`config.mk`:
```
export PLATFORM = sky130hd
export DESIGN_NAME = fetch_wide_flat
export DESIGN_NICKNAME = d
export VERILOG_FILES = /design/src/rtl/fetch_pkg.sv /design/src/rtl/fetch_wide_if.sv /design/src/rtl/fetch_ring.sv /design/src/rtl/fetch_wide.sv /design/src/flat_wrapper.sv
export SDC_FILE = /design/constraint.sdc
export NUM_CORES = 1
export LEC_CHECK = 0
export CORE_ASPECT_RATIO = 0.9
export CORE_MARGIN = 2
export CORE_UTILIZATION = 64
export DETAILED_ROUTE_END_ITERATION = 7
export HOLD_SLACK_MARGIN = 0.1
export PLACE_DENSITY_LB_ADDON = 0.3
export SLEW_MARGIN = 30
export SYNTH_ARGS = -nofsm -noshare
export SYNTH_HDL_FRONTEND = slang
export SYNTH_SLANG_ARGS = --single-unit
export TNS_END_PERCENT = 10
```
`constraint.sdc`:
```
create_clock -name CLK -period 13.15 [get_ports CLK]
set_input_delay 2.63 -clock CLK [delete_from_list [all_inputs] [get_ports CLK]]
set_output_delay 2.63 -clock CLK [all_outputs]
set_load 0.02 [all_outputs]
```
`src/rtl/fetch_pkg.sv`:
```
// Shared types and constants for the wide instruction-fetch stage.
package fetch_pkg;

    localparam int          WORD_W           = 32;
    localparam logic [31:0] RESET_PC_DEFAULT = 32'hBFC0_0000;

    typedef struct packed {
        logic [31:0] pc;
        logic [31:0] instr;
    } fetch_entry_t;

    function automatic logic [31:0] pc_plus4(input logic [31:0] pc);
        return pc + 32'd4;
    endfunction

endpackage

```
`src/rtl/fetch_wide_if.sv`:
```
// Fetch-stage bus: memory request/response plus the one-instruction decode port.
interface fetch_wide_if #(
    parameter int FETCH_WIDTH = 2
);
    import fetch_pkg::*;

    logic                            STALL;
    logic                            Request_Alt_PC;
    logic [31:0]                     Alt_PC;
    logic [31:0]                     Instr_address_2IM;
    logic [WORD_W*FETCH_WIDTH-1:0]   Instr_fIM;
    logic                            Instr_fIM_IsValid;
    logic [31:0]                     Instr1_OUT;
    logic [31:0]                     Instr_PC_OUT;
    logic [31:0]                     Instr_PC_Plus4;
    logic                            Instr1_Available;

    // master = the fetch stage, slave = memory/decode environment
    modport master (
        input  STALL, Request_Alt_PC, Alt_PC, Instr_fIM, Instr_fIM_IsValid,
        output Instr_address_2IM, Instr1_OUT, Instr_PC_OUT, Instr_PC_Plus4, Instr1_Available
    );

    modport slave (
        output STALL, Request_Alt_PC, Alt_PC, Instr_fIM, Instr_fIM_IsValid,
        input  Instr_address_2IM, Instr1_OUT, Instr_PC_OUT, Instr_PC_Plus4, Instr1_Available
    );

endinterface

```
`src/rtl/fetch_ring.sv`:
```
// Circular fetch queue: up to FETCH_WIDTH writes per cycle, one read, flush, head port.
module fetch_ring
    import fetch_pkg::*;
#(
    parameter int FETCH_WIDTH = 2,
    parameter int QUEUE_DEPTH = 8,
    localparam int CNT_W      = $clog2(QUEUE_DEPTH + 1),
    localparam int WC_W       = $clog2(FETCH_WIDTH + 1)
) (
    input  logic         clk,
    input  logic         srst,
    input  logic         flush_i,
    input  logic [WC_W-1:0] wr_cnt_i,
    input  fetch_entry_t wr_data_i [FETCH_WIDTH],
    input  logic         rd_en_i,
    output fetch_entry_t head_o,
    output logic [CNT_W-1:0] count_o
);

    localparam int PTR_W = $clog2(QUEUE_DEPTH);

    fetch_entry_t       mem_q [QUEUE_DEPTH];
    logic [PTR_W-1:0]   head_q, head_d;
    logic [PTR_W-1:0]   tail_q, tail_d;
    logic [PTR_W-1:0]   wr_base;
    logic [CNT_W-1:0]   count_q, count_d;
    logic               rd_fire;

    // A flush rewinds both pointers, so the same-cycle group lands at slot 0.
    assign wr_base = flush_i ? '0 : tail_q;
    assign rd_fire = rd_en_i && !flush_i && (count_q != '0);

    always_comb begin
        head_d  = flush_i ? '0 : head_q + PTR_W'(rd_fire);
        tail_d  = wr_base + PTR_W'(wr_cnt_i);
        count_d = (flush_i ? '0 : count_q - CNT_W'(rd_fire)) + CNT_W'(wr_cnt_i);
    end

    always_ff @(posedge clk) begin
        if (srst) begin
            head_q  <= '0;
            tail_q  <= '0;
            count_q <= '0;
        end else begin
            head_q  <= head_d;
            tail_q  <= tail_d;
            count_q <= count_d;
        end
    end

    always_ff @(posedge clk) begin
        if (!srst) begin
            for (int k = 0; k < FETCH_WIDTH; k++) begin
                if (k < int'(wr_cnt_i)) begin
                    mem_q[wr_base + PTR_W'(k)] <= wr_data_i[k];
                end
            end
        end
    end

    assign head_o  = mem_q[head_q];
    assign count_o = count_q;

endmodule

```
`src/rtl/fetch_wide.sv`:
```
// Buffered wide instruction fetch: FETCH_WIDTH words in, one instruction out per cycle.
// Optional same-cycle empty-queue bypass enabled by defining FETCH_BYPASS_EN.
module fetch_wide
    import fetch_pkg::*;
#(
    parameter int          FETCH_WIDTH = 2,
    parameter int          QUEUE_DEPTH = 8,
    parameter logic [31:0] RESET_PC    = RESET_PC_DEFAULT
) (
    input  logic          CLK,
    input  logic          RESET,
    fetch_wide_if.master  bus
);

    localparam int          OFF_W       = (FETCH_WIDTH > 1) ? $clog2(FETCH_WIDTH) : 1;
    localparam int          CNT_W       = $clog2(QUEUE_DEPTH + 1);
    localparam int          WC_W        = $clog2(FETCH_WIDTH + 1);
    localparam logic [31:0] GROUP_BYTES = 32'(4 * FETCH_WIDTH);

    logic [31:0]        fetch_pc_q, fetch_pc_d;
    logic [31:0]        addr;
    logic [31:0]        group_base;
    logic [OFF_W-1:0]   off;
    logic [31:0]        word [FETCH_WIDTH];
    logic [CNT_W-1:0]   count;
    logic [CNT_W:0]     free_slots;
    logic               queue_empty;
    logic               enq_fire;
    logic               bypass_act;
    logic               bypass_take;
    logic [WC_W-1:0]    first_idx;
    logic [WC_W-1:0]    wr_cnt;
    logic               rd_en;
    fetch_entry_t       wr_data [FETCH_WIDTH];
    fetch_entry_t       head;

    assign addr       = bus.Request_Alt_PC ? bus.Alt_PC : fetch_pc_q;
    assign group_base = addr & ~(GROUP_BYTES - 32'd1);
    assign bus.Instr_address_2IM = addr;

    generate
        if (FETCH_WIDTH > 1) begin : g_off
            assign off = addr[OFF_W+1:2];
        end else begin : g_off1
            assign off = '0;
        end
        for (genvar gi = 0; gi < FETCH_WIDTH; gi++) begin : g_word
            assign word[gi] = bus.Instr_fIM[WORD_W*gi +: WORD_W];
        end
    endgenerate

    // Free space is judged on the start-of-cycle count; a flush empties the queue first.
    assign queue_empty = (count == '0);
    assign free_slots  = (CNT_W+1)'(QUEUE_DEPTH) - {1'b0, count};
    assign enq_fire    = bus.Instr_fIM_IsValid &&
                         (bus.Request_Alt_PC || (free_slots >= (CNT_W+1)'(FETCH_WIDTH)));

`ifdef FETCH_BYPASS_EN
    assign bypass_act  = queue_empty && !bus.Request_Alt_PC && bus.Instr_fIM_IsValid;
    assign bypass_take = bypass_act && !bus.STALL;
`else
    assign bypass_act  = 1'b0;
    assign bypass_take = 1'b0;
`endif

    // A bypassed word that decode accepts is skipped when the group is written.
    assign first_idx = WC_W'(off) + WC_W'(bypass_take);
    assign wr_cnt    = enq_fire ? (WC_W'(FETCH_WIDTH) - first_idx) : '0;
    assign rd_en     = !queue_empty && !bus.Request_Alt_PC && !bus.STALL;

    generate
        for (genvar gi = 0; gi < FETCH_WIDTH; gi++) begin : g_wr
            logic [WC_W:0] src;
            always_comb begin
                src         = {1'b0, first_idx} + (WC_W+1)'(gi);
                wr_data[gi] = '0;
                if (src < (WC_W+1)'(FETCH_WIDTH)) begin
                    wr_data[gi].pc    = group_base + (32'(src) << 2);
                    wr_data[gi].instr = word[src[OFF_W-1:0]];
                end
            end
        end
    endgenerate

    fetch_ring #(
        .FETCH_WIDTH (FETCH_WIDTH),
        .QUEUE_DEPTH (QUEUE_DEPTH)
    ) u_ring (
        .clk       (CLK),
        .srst      (RESET),
        .flush_i   (bus.Request_Alt_PC),
        .wr_cnt_i  (wr_cnt),
        .wr_data_i (wr_data),
        .rd_en_i   (rd_en),
        .head_o    (head),
        .count_o   (count)
    );

    always_comb begin
        fetch_pc_d = fetch_pc_q;
        if (enq_fire) begin
            fetch_pc_d = group_base + GROUP_BYTES;
        end else if (bus.Request_Alt_PC) begin
            fetch_pc_d = bus.Alt_PC;
        end
    end

    always_ff @(posedge CLK) begin
        if (RESET) begin
            fetch_pc_q <= RESET_PC;
        end else begin
            fetch_pc_q <= fetch_pc_d;
        end
    end

    always_comb begin
        bus.Instr1_OUT       = '0;
        bus.Instr_PC_OUT     = '0;
        bus.Instr_PC_Plus4   = '0;
        bus.Instr1_Available = (!queue_empty && !bus.Request_Alt_PC) || bypass_act;
        if (bypass_act) begin
            bus.Instr1_OUT     = word[off];
            bus.Instr_PC_OUT   = group_base + (32'(off) << 2);
            bus.Instr_PC_Plus4 = pc_plus4(group_base + (32'(off) << 2));
        end else if (!queue_empty) begin
            bus.Instr1_OUT     = head.instr;
            bus.Instr_PC_OUT   = head.pc;
            bus.Instr_PC_Plus4 = pc_plus4(head.pc);
        end
    end

endmodule

```
`src/flat_wrapper.sv`:
```
// flat-port wrapper written by rule: the top's interface ports become plain ports
module fetch_wide_flat import fetch_pkg::*;
#(
    parameter int          FETCH_WIDTH = 2,
    parameter int          QUEUE_DEPTH = 8,
    parameter logic [31:0] RESET_PC    = RESET_PC_DEFAULT
)
  (CLK, RESET, bus_STALL, bus_Request_Alt_PC, bus_Alt_PC, bus_Instr_fIM, bus_Instr_fIM_IsValid, bus_Instr_address_2IM, bus_Instr1_OUT, bus_Instr_PC_OUT, bus_Instr_PC_Plus4, bus_Instr1_Available);
  fetch_wide_if #(.FETCH_WIDTH(FETCH_WIDTH)) bus_i ();
  input  logic CLK;
  input  logic RESET;
  input wire logic [$bits(bus_i.STALL)-1:0] bus_STALL;
  input wire logic [$bits(bus_i.Request_Alt_PC)-1:0] bus_Request_Alt_PC;
  input wire logic [$bits(bus_i.Alt_PC)-1:0] bus_Alt_PC;
  input wire logic [$bits(bus_i.Instr_fIM)-1:0] bus_Instr_fIM;
  input wire logic [$bits(bus_i.Instr_fIM_IsValid)-1:0] bus_Instr_fIM_IsValid;
  output wire logic [$bits(bus_i.Instr_address_2IM)-1:0] bus_Instr_address_2IM;
  output wire logic [$bits(bus_i.Instr1_OUT)-1:0] bus_Instr1_OUT;
  output wire logic [$bits(bus_i.Instr_PC_OUT)-1:0] bus_Instr_PC_OUT;
  output wire logic [$bits(bus_i.Instr_PC_Plus4)-1:0] bus_Instr_PC_Plus4;
  output wire logic [$bits(bus_i.Instr1_Available)-1:0] bus_Instr1_Available;
  assign bus_i.STALL = bus_STALL;
  assign bus_i.Request_Alt_PC = bus_Request_Alt_PC;
  assign bus_i.Alt_PC = bus_Alt_PC;
  assign bus_i.Instr_fIM = bus_Instr_fIM;
  assign bus_i.Instr_fIM_IsValid = bus_Instr_fIM_IsValid;
  assign bus_Instr_address_2IM = bus_i.Instr_address_2IM;
  assign bus_Instr1_OUT = bus_i.Instr1_OUT;
  assign bus_Instr_PC_OUT = bus_i.Instr_PC_OUT;
  assign bus_Instr_PC_Plus4 = bus_i.Instr_PC_Plus4;
  assign bus_Instr1_Available = bus_i.Instr1_Available;
  fetch_wide #(.FETCH_WIDTH(FETCH_WIDTH), .QUEUE_DEPTH(QUEUE_DEPTH), .RESET_PC(RESET_PC)) u_core (.CLK(CLK), .RESET(RESET), .bus(bus_i));
endmodule
```
==> impl_metrics.tcl <==
set metrics [dict create \
    die-height_um 203 \
    post_cts_resized 0 \
    max_freq_ghz 0.122 \
    die_area_um2 45600 \
    routabilityCongestion 0.854 \
    initial_utilization 0.652 \
    pre_cts_ws_ns 5.02 \
    via_count 16700 \
    synth_ff_type "edfxtp_1" \
    tns_ns 0 \
    syn_inst 1774 \
    n_fill_cell 2580 \
    post-route-util 0.755 \
    worst-slew-pin-transition_ns 0.954 \
    grt_use_total 0.299 \
    maxCapViolCount 0 \
    p_int_mw 3.05 \
    setup_slack_ns 4.97 \
    place_area_um2 30900 \
    hold-worst-slack_ns 0.597 \
    syn_to_final_growth_pct 15.8 \
    grt_max_degree 84 \
    crit_chain "buf_8, buf_4, buf_4, mux2_2, clkdlybuf4s50_1" \
    ant_nets 0 \
    crit_top_cell "buf_4" \
    insertion_delay_ns 0.61 \
    power.leakage_nw 10.5 \
    dp_hpwl_um 40200 \
    layout_common_cells "mux2_2, edfxtp_1, clkdlybuf4s50_1" \
    cts.htree.levels 2 \
    antenna_found_initial 7 \
    cts_tree "built" \
    core_area_um2 43200 \
    cp_top_family "buffers and inverters" \
    worst-path-buf-inv 4 \
    cp.arrival_ns 5.55 \
    cts-root-buf "clkbuf_16" \
    final_common_cell "mux2_2" \
    synth_area_um2 28100 \
    clock_sinks 538 \
    status "finished, final reports clean" \
    switchingPower_mw 1.02 \
    yosysWarnings 0 \
    drtIter0Drc 1335 \
    grt_setup_unrepaired "no" \
    slowest_stage "buf_4" \
    routed_wl_um 67300 \
    yosysSeqAreaShare 0.559 \
    path_clk_slew_ns 0.06 \
    post-route-drc-count 0 \
    cts_setup_buffers 0 \
    crit_type "input pin to primary output" \
    slew_violations 0 \
    fin_cells 2566 \
    swShare 0.250 \
    min_path_type "flip-flop to flip-flop" \
    grt_pass1_wl_um 103000 \
    dp.cells 2467 \
    viasPerCell 6.50 \
    wl_per_cell_um 26.2 \
    critPathMaxStageDelay_ns 0.75 \
    numCtsBuffers 54 \
    crit_fanout 71 \
    fin_crit_sh 0.622 \
    numPortBuffers 225 \
    startpoint_type "input pin" \
    die_width_um 225 \
    cts_buffer_depth 3 \
    grt_pass1_vias 17200 \
    slew_headroom 0.351 \
    worstSetupEndpointType "primary output" \
    ctsHoldBuffers 0 \
    p_per_area_nw_per_um2 125 \
    period_needed_ns 8.18 \
    overflow 0 \
    synth_edf_count 496 \
    peakVddDrop_mv 0.0947 \
    setup_viol_count_final 0 \
    finalPower_mw 4.07 \
    first_pass_iters 5 \
    ios 230 \
    power_frac_comb 0.167 \
    nNetsFinal 2083 \
    async_reset_ff_frac 0 \
    syn_avg_cell_area_um2 15.9 \
    pwr-share-clk 0.351 \
    regToRegSetupSlack_ns 8.77 \
    required_ns 10.52 \
    synth.ff_latch_count 538 \
    drive_gt1_frac 0.377 \
    power_frac_seq 0.481 \
    hold_violations 0 \
    std_cell_rows 72 \
    fin_area_um2 32600 \
    fin_skew_ns 0.0169 \
    synth.distinct_cells 67 \
]
registers in the layout, indices dropped and copies added, names as in the netlist:
name                   flops
u_core.u_ring.head_q       3
u_core.u_ring.tail_q       3
u_core.u_ring.mem_q      496
u_core.fetch_pc_q         32
u_core.u_ring.count_o      4
path summary, 6_finish.rpt:
| kind | start | endpoint | cells after the start |
|---|---|---|---|
| max | bus_Request_Alt_PC | bus_Instr_address_2IM[27] | 5 |
| min | u_core.fetch_pc_q[0]$_SDFF_PP0_ | u_core.fetch_pc_q[0]$_SDFF_PP0_ | 2 |
| max reg2reg | u_core.u_ring.count_o[1]$_SDFF_PP0_ | u_core.u_ring.mem_q[6][23]$_DFFE_PP_ | 9 |
| min reg2reg | u_core.fetch_pc_q[0]$_SDFF_PP0_ | u_core.fetch_pc_q[0]$_SDFF_PP0_ | 2 |
layer usage:
layer  GRT usage  share of wire  up-vias
met5           0        0.00073        -
met2       0.495           0.50      629
met3      0.0520          0.069      120
met1       0.409           0.41     8555
li1            -              -     7369
met4      0.0880          0.026        8
tightest hold or removal path, cell delays in order (launching register included):
cell	delay, ns
dfxtp_1	0.30
mux2_2	0.15
nor2b_1	0.11
power groups by stage:
stage / clock network, mW / logic [mW] / registers (mW)
6_report: 1.43 / 0.681 / 1.96
5_1_grt: 1.51 / 0.722 / 1.96
4_1_cts: 1.45 / 0.681 / 1.96
3_5_place_dp: 0 / 0.676 / 1.99
3_3_place_gp: 0 / 0.660 / 1.99
2_1_floorplan: 0 / 0.420 / 1.99
Yosys cell counts (4+ instances only):
library cell,instances,area share
or3_1,8,0.0018
nor4_1,12,0.0027
and3_1,5,0.0011
nand2b_1,16,0.0036
mux4_1,16,0.015
nand3b_1,5,0.0013
mux2i_2,4,0.0020
mux2_2,508,0.20
dfxtp_1,42,0.030
mux2i_1,57,0.020
o21ai_2,4,0.0012
nor2b_1,14,0.0031
nor2_1,116,0.015
buf_1,8,0.0011
inv_1,34,0.0045
nor3b_1,6,0.0016
xnor2_1,34,0.011
nand4_1,5,0.0011
a21oi_1,10,0.0018
xor2_1,7,0.0022
o2111ai_1,4,0.0012
nand3_1,8,0.0014
nand2_1,18,0.0024
o22ai_1,4,0.00089
clkbuf_1,58,0.0077
buf_2,32,0.0057
buf_6,5,0.0020
o31a_1,5,0.0016
a211oi_1,6,0.0016
edfxtp_1,496,0.53
and2_1,9,0.0020
nor3_1,26,0.0046
ha_1,12,0.0053
mux4_2,108,0.086
buf_4,20,0.0053
final cells by class:
cell class | instances | area [um2] | share of cell area
tap | 555 | 694 | 0.0213
antenna | 3 | 7.51 | 0.000231
clock inverter | 26 | 133 | 0.00407
multi-input combinational | 1078 | 11800 | 0.363
sequential | 538 | 15700 | 0.484
timing repair buffer | 261 | 2560 | 0.0786
clock buffer | 70 | 1480 | 0.0453
inverter | 35 | 131 | 0.00404
cell families after synthesis:
kind of cell / Yosys count / share of synthesized area
simple gates: 266 / 0.0489
compound gates: 57 / 0.0155
other cells: 1 / 0.000133
buf+inv: 161 / 0.0283
fa+ha+maj: 14 / 0.00676
xor+xnor: 41 / 0.0128
flops: 538 / 0.559
mux: 696 / 0.328
Power figures use the tool's default switching activity.
